==> src/rtl/vga_timing_pkg.sv <==
// Shared 640x480@60 timing defaults, RGB565 field layout and the colour
// expansion helper used by the scanout pipeline.
package vga_timing_pkg;

    localparam int H_ACTIVE_DEF = 640;
    localparam int H_FP_DEF     = 16;
    localparam int H_SYNC_DEF   = 96;
    localparam int H_BP_DEF     = 48;
    localparam int V_ACTIVE_DEF = 480;
    localparam int V_FP_DEF     = 10;
    localparam int V_SYNC_DEF   = 2;
    localparam int V_BP_DEF     = 33;

    localparam int H_TOTAL = H_ACTIVE_DEF + H_FP_DEF + H_SYNC_DEF + H_BP_DEF;
    localparam int V_TOTAL = V_ACTIVE_DEF + V_FP_DEF + V_SYNC_DEF + V_BP_DEF;

    localparam int R_MSB = 15;
    localparam int R_LSB = 11;
    localparam int G_MSB = 10;
    localparam int G_LSB = 5;
    localparam int B_MSB = 4;
    localparam int B_LSB = 0;

    typedef struct packed {
        logic [7:0] r;
        logic [7:0] g;
        logic [7:0] b;
    } rgb888_t;

    // Timing flags carried down the delay pipeline; sync bits mean "in pulse".
    typedef struct packed {
        logic de;
        logic hs;
        logic vs;
        logic origin;
    } scan_flags_t;

    // Replicate the top bits of each field into the low bits so full scale maps to 8'hFF.
    function automatic rgb888_t expand_rgb565(input logic [15:0] d);
        rgb888_t c;
        c.r = {d[R_MSB:R_LSB], d[R_MSB -: 3]};
        c.g = {d[G_MSB:G_LSB], d[G_MSB -: 2]};
        c.b = {d[B_MSB:B_LSB], d[B_MSB -: 3]};
        return c;
    endfunction

endpackage

==> src/rtl/vga_timing_gen.sv <==
// Horizontal/vertical raster counters with the raw (undelayed) display
// enable, sync-pulse and frame-origin flags decoded from them.
module vga_timing_gen
    import vga_timing_pkg::*;
#(
    parameter int H_ACTIVE = H_ACTIVE_DEF,
    parameter int H_FP     = H_FP_DEF,
    parameter int H_SYNC   = H_SYNC_DEF,
    parameter int H_BP     = H_BP_DEF,
    parameter int V_ACTIVE = V_ACTIVE_DEF,
    parameter int V_FP     = V_FP_DEF,
    parameter int V_SYNC   = V_SYNC_DEF,
    parameter int V_BP     = V_BP_DEF,
    parameter int H_TOT    = H_ACTIVE + H_FP + H_SYNC + H_BP,
    parameter int V_TOT    = V_ACTIVE + V_FP + V_SYNC + V_BP,
    parameter int HW       = $clog2(H_TOT),
    parameter int VW       = $clog2(V_TOT)
) (
    input  logic          clk,
    input  logic          rst,
    input  logic          en,
    output logic [HW-1:0] h_cnt,
    output logic [VW-1:0] v_cnt,
    output scan_flags_t   flags,
    output logic          frame_last
);

    logic [HW-1:0] h_cnt_reg;
    logic [VW-1:0] v_cnt_reg;
    logic          h_last;
    logic          v_last;

    assign h_last = (h_cnt_reg == HW'(H_TOT - 1));
    assign v_last = (v_cnt_reg == VW'(V_TOT - 1));

    // Dropping en parks the raster at the origin so a re-enable starts a fresh frame.
    always_ff @(posedge clk or posedge rst) begin
        if (rst) begin
            h_cnt_reg <= '0;
            v_cnt_reg <= '0;
        end else if (!en) begin
            h_cnt_reg <= '0;
            v_cnt_reg <= '0;
        end else if (h_last) begin
            h_cnt_reg <= '0;
            v_cnt_reg <= v_last ? '0 : v_cnt_reg + 1'b1;
        end else begin
            h_cnt_reg <= h_cnt_reg + 1'b1;
        end
    end

    always_comb begin
        flags        = '0;
        flags.de     = (h_cnt_reg < HW'(H_ACTIVE)) && (v_cnt_reg < VW'(V_ACTIVE));
        flags.hs     = (h_cnt_reg >= HW'(H_ACTIVE + H_FP)) &&
                       (h_cnt_reg <  HW'(H_ACTIVE + H_FP + H_SYNC));
        flags.vs     = (v_cnt_reg >= VW'(V_ACTIVE + V_FP)) &&
                       (v_cnt_reg <  VW'(V_ACTIVE + V_FP + V_SYNC));
        flags.origin = (h_cnt_reg == '0) && (v_cnt_reg == '0);
    end

    assign h_cnt      = h_cnt_reg;
    assign v_cnt      = v_cnt_reg;
    assign frame_last = h_last && v_last;

endmodule

==> src/rtl/framebuffer_scanout.sv <==
// Raster scanout: walks a linear framebuffer address in step with the VGA
// timing, delays the timing flags to match the ROM, and expands RGB565.
module framebuffer_scanout
    import vga_timing_pkg::*;
#(
    parameter int   H_ACTIVE    = H_ACTIVE_DEF,
    parameter int   H_FP        = H_FP_DEF,
    parameter int   H_SYNC      = H_SYNC_DEF,
    parameter int   H_BP        = H_BP_DEF,
    parameter int   V_ACTIVE    = V_ACTIVE_DEF,
    parameter int   V_FP        = V_FP_DEF,
    parameter int   V_SYNC      = V_SYNC_DEF,
    parameter int   V_BP        = V_BP_DEF,
    parameter int   RD_LATENCY  = 1,
    parameter logic SYNC_ACTIVE = 1'b0
) (
    input  logic        clk,
    input  logic        rst,
    input  logic        en,
    output logic [31:0] fb_addr,
    input  logic [15:0] fb_data,
    output logic        hsync,
    output logic        vsync,
    output logic        de,
    output logic [7:0]  r,
    output logic [7:0]  g,
    output logic [7:0]  b,
    output logic        frame_start
);

    localparam int H_TOT = H_ACTIVE + H_FP + H_SYNC + H_BP;
    localparam int V_TOT = V_ACTIVE + V_FP + V_SYNC + V_BP;
    localparam int HW    = $clog2(H_TOT);
    localparam int VW    = $clog2(V_TOT);
    localparam int PIPE  = RD_LATENCY + 1;

    logic [HW-1:0] h_cnt;
    logic [VW-1:0] v_cnt;
    scan_flags_t   raw_flags;
    logic          frame_last;
    logic          last_active;
    logic [31:0]   pix_addr_reg;
    logic          data_de;
    rgb888_t       rgb_reg;

    scan_flags_t [PIPE-1:0] pipe_reg;
    scan_flags_t [PIPE-1:0] pipe_next;

    vga_timing_gen #(
        .H_ACTIVE (H_ACTIVE),
        .H_FP     (H_FP),
        .H_SYNC   (H_SYNC),
        .H_BP     (H_BP),
        .V_ACTIVE (V_ACTIVE),
        .V_FP     (V_FP),
        .V_SYNC   (V_SYNC),
        .V_BP     (V_BP)
    ) u_timing (
        .clk        (clk),
        .rst        (rst),
        .en         (en),
        .h_cnt      (h_cnt),
        .v_cnt      (v_cnt),
        .flags      (raw_flags),
        .frame_last (frame_last)
    );

    // The final visible pixel does not advance the address, so it parks on the
    // last valid index through vertical blanking instead of running one past.
    assign last_active = (h_cnt == HW'(H_ACTIVE - 1)) && (v_cnt == VW'(V_ACTIVE - 1));

    always_ff @(posedge clk or posedge rst) begin
        if (rst) begin
            pix_addr_reg <= '0;
        end else if (!en || frame_last) begin
            pix_addr_reg <= '0;
        end else if (raw_flags.de && !last_active) begin
            pix_addr_reg <= pix_addr_reg + 32'd1;
        end
    end

    assign fb_addr = pix_addr_reg;

    genvar gi;
    generate
        for (gi = 0; gi < PIPE; gi++) begin : g_pipe
            if (gi == 0) begin : g_head
                assign pipe_next[gi] = raw_flags;
            end else begin : g_tail
                assign pipe_next[gi] = pipe_reg[gi-1];
            end
        end
    endgenerate

    always_ff @(posedge clk or posedge rst) begin
        if (rst) begin
            pipe_reg <= '0;
        end else if (!en) begin
            pipe_reg <= '0;
        end else begin
            pipe_reg <= pipe_next;
        end
    end

    // Enable flag for the pixel whose ROM word is on fb_data this cycle.
    generate
        if (RD_LATENCY == 0) begin : g_de_comb
            assign data_de = raw_flags.de;
        end else begin : g_de_piped
            assign data_de = pipe_reg[RD_LATENCY-1].de;
        end
    endgenerate

    always_ff @(posedge clk or posedge rst) begin
        if (rst) begin
            rgb_reg <= '0;
        end else if (!en || !data_de) begin
            rgb_reg <= '0;
        end else begin
            rgb_reg <= expand_rgb565(fb_data);
        end
    end

    assign de          = pipe_reg[PIPE-1].de;
    assign frame_start = pipe_reg[PIPE-1].origin;
    assign hsync       = pipe_reg[PIPE-1].hs ? SYNC_ACTIVE : ~SYNC_ACTIVE;
    assign vsync       = pipe_reg[PIPE-1].vs ? SYNC_ACTIVE : ~SYNC_ACTIVE;
    assign r           = rgb_reg.r;
    assign g           = rgb_reg.g;
    assign b           = rgb_reg.b;

endmodule

==> config.mk <==
export PLATFORM = sky130hd
export DESIGN_NAME = framebuffer_scanout
export DESIGN_NICKNAME = d
export VERILOG_FILES = /design/src/rtl/vga_timing_pkg.sv /design/src/rtl/vga_timing_gen.sv /design/src/rtl/framebuffer_scanout.sv
export SDC_FILE = /design/constraint.sdc
export NUM_CORES = 1
export LEC_CHECK = 0
export BUFFER_PORTS_ARGS = -buffer_cell sky130_fd_sc_hd__buf_2
export CORE_MARGIN = 4
export CORE_UTILIZATION = 59
export CTS_CLUSTER_DIAMETER = 40
export DETAILED_ROUTE_END_ITERATION = 6
export PLACE_DENSITY = 0.85
export SYNTH_ARGS = -nofsm -noshare
export SYNTH_HDL_FRONTEND = slang
export SYNTH_SLANG_ARGS = --single-unit
==> constraint.sdc <==
create_clock -name clk -period 5.86 [get_ports clk]
set_input_delay 1.758 -clock clk [delete_from_list [all_inputs] [get_ports clk]]
set_output_delay 1.758 -clock clk [all_outputs]
set_load 0.1 [all_outputs]
==> flow_metrics.py <==
metrics = {
    "yosys": {
        "netlist_instances": 377,
        "synth_fp_nets": 401,
        "synth_seq_cells": 76,
        "synth_edf_count": 0,
        "ys_warn_count": 0,
        "ys_types": 48,
        "synth-async-reset-ratio": 1.00,
        "synth_top_area_share": 0.503,
        "yosys_most_used_dff": "dfrtp_1",
        "synth_area_leaders": "dfrtp_1 50%, and3_1 4.1%, a21oi_1 3.3%, xor2_1 2.8%, or4_1 2.6%",
        "yosysTopAreaCell": "dfrtp_1",
        "ys_seq_area_frac": 0.503,
        "avgSynthCellArea_um2": 10.0,
        "syn_area_mm2": 0.00378,
    },
    "setup_path": {
        "reg2reg_setup_slack_ns": 3.19,
        "critPathLaunchType": "flip-flop",
        "critPathSlowestCell": "dfrtp_1",
        "crit_chain": "buf_2",
        "crit_path_end_kind": "output port",
        "crit_required_ns": 4.10,
        "path_buf_inv": 1,
        "critPathTopFamily": "flip-flops",
        "path_max_fanout": 7,
        "cpPeakStageDelay_ns": 0.51,
        "worstPathArrival_ns": 1.36,
        "path_class": "reg -> out",
    },
    "sta": {
        "rsz0062_at_grt": "false",
        "period_share": 0.532,
        "hold_viol_final": 0,
        "setup_viol": 0,
        "skew_ns": 0.0105,
        "period_needed_ns": 3.12,
        "setup_tns_ns": 0,
        "worstMarginPinSlew_ns": 0.901,
        "slew_headroom": 0.399,
        "max_freq_ghz": 0.321,
        "slew_viol_final": 0,
    },
    "clocking": {
        "cts_tree": "built",
        "cts_resized": 0,
        "cts_setup_buffers": 0,
        "worst_setup_hold_path_clk_slew_ns": 0.09,
        "cts_hold_buf": 0,
        "clock_latency_ns": 0.36,
        "cts_sinks": 76,
        "cts_inserted_buffers": 9,
        "root_buffer": "clkbuf_8",
        "htree_levels": 3,
        "ctsLongestPathBuffers": 2,
    },
    "layout": {
        "final_net_count": 465,
        "insertedDiodeCount": 0,
        "layout_commonest_cell": "buf_2",
        "largest_register_ffs": 32,
        "final_core_util": 0.709,
        "drive_gt1_frac": 0.251,
        "final_cell_mix": "78 x buf_2, 76 x dfrtp_1, 25 x and3_1, 25 x a21oi_1, 24 x nor2_1",
        "area_growth_pct": 13.7,
        "stdcell_count": 521,
        "fin_area_mm2": 0.00430,
    },
    "die": {
        "row_count": 28,
        "dieWidth_um": 88.0,
        "start_util": 0.623,
        "ios": 79,
        "die_area_mm2": 0.00775,
        "die_y_um": 88.0,
        "core_region_area_mm2": 0.00606,
    },
    "power_and_ir_drop": {
        "design_power_total_uw": 1030,
        "vdd_drop_max_mv": 0.206,
        "leakage_uw": 0.00200,
        "power_density_mw_per_mm2": 240,
    },
    "detailed_routing": {
        "wl_met3_um": 586,
        "wl_met1_mm": 3.56,
        "avgRoutedWirePerCell_um": 15.5,
        "drc": 0,
        "top_layer": "met4",
        "wl_met2_mm": 3.84,
        "vias": 3097,
        "dr.pass1.iters": 4,
        "drtIter0Drc": 210,
        "ant_nets": 0,
        "vias_per_cell": 5.94,
        "wirelength_mm": 8.07,
    },
    "placed_design": {
        "place_hpwl_mm": 5.58,
        "numPlacedInstances": 505,
        "placed_cell_area_mm2": 0.00411,
        "port_buffers": 78,
        "place_congestion": 0.842,
    },
    "global_routing": {
        "antenna_found_initial": 0,
        "grt_pass1_wl_mm": 13.5,
        "gr-total-overflow": 0,
        "grt_pass1_vias": 2969,
        "grt_max_degree": 43,
        "grt.total_usage": 0.220,
    },
    "run_status": {
        "outcome": "complete, no violations",
    },
    "job": {
        "cap_violations": 0,
    },
    "min_path": {
        "hold_path.class": "reg -> reg",
    },
}
[synthesized netlist by cell type, drive strengths merged, types with 5 or more instances]
master and instances:
dfrtp 76, a21oi 27, and3 25, buf 25
nor2 24, nand2 22, nand3 20, o21ai 17
or3 15, or4 15, nand4 14, inv 12
xor2 12, o31ai 10, nor3 8, and2 7
nor4 6, xnor2 6, ha 5
[final cells by class]
cell class	count	area, um2
sequential	76	1900
fill	446	1770
multi-input combinational	261	1660
timing repair buffer	81	413
clock buffer	9	124
tap	75	93.8
clock inverter	7	57.6
inverter	12	45.0
[worst paths after layout]
kind | start | cells past startpoint | endpoint
max | fb_addr[3] | 1 | fb_addr[3]
min | pipe_next[4] | 1 | frame_start
max reg2reg | u_timing.h_cnt[1] | 6 | fb_addr[10]
min reg2reg | pipe_next[4] | 1 | frame_start
max in group asynchronous | rst | 3 | u_timing.v_cnt[5]
min in group asynchronous | rst | 2 | g[1]
[layer usage]
layer	track usage	vias up
li1	-	1496
met5	0	-
met4	0.0920	0
met1	0.284	1491
met2	0.361	102
met3	0.0452	8
[where the power goes]
part | total [uW] | switching (uW) | internal, uW | leakage, uW
clock | 371 | 213 | 159 | 0.0000829
sequential | 541 | 7.37 | 533 | 0.00104
combinational | 117 | 97.2 | 19.9 | 0.000876
[metrics by stage]
stage	setup slack [ns]	hold slack, ns
floorplan	2.16	0.434
global placement	2.59	0.440
detailed placement	2.56	0.449
CTS	2.73	0.464
global route	2.70	0.485
finish	2.74	0.463
[cell families (layout without fill, tap and decap cells)]
logic type / Yosys count / in the layout / synth area share
flops: 76 / 76 / 0.503
xor+xnor: 18 / 18 / 0.0417
buf+inv: 40 / 109 / 0.0580
simple gates: 168 / 168 / 0.257
fa+ha+maj: 5 / 5 / 0.0166
mux: 1 / 1 / 0.00265
compound gates: 69 / 69 / 0.120
Power figures use the tool's default switching activity.
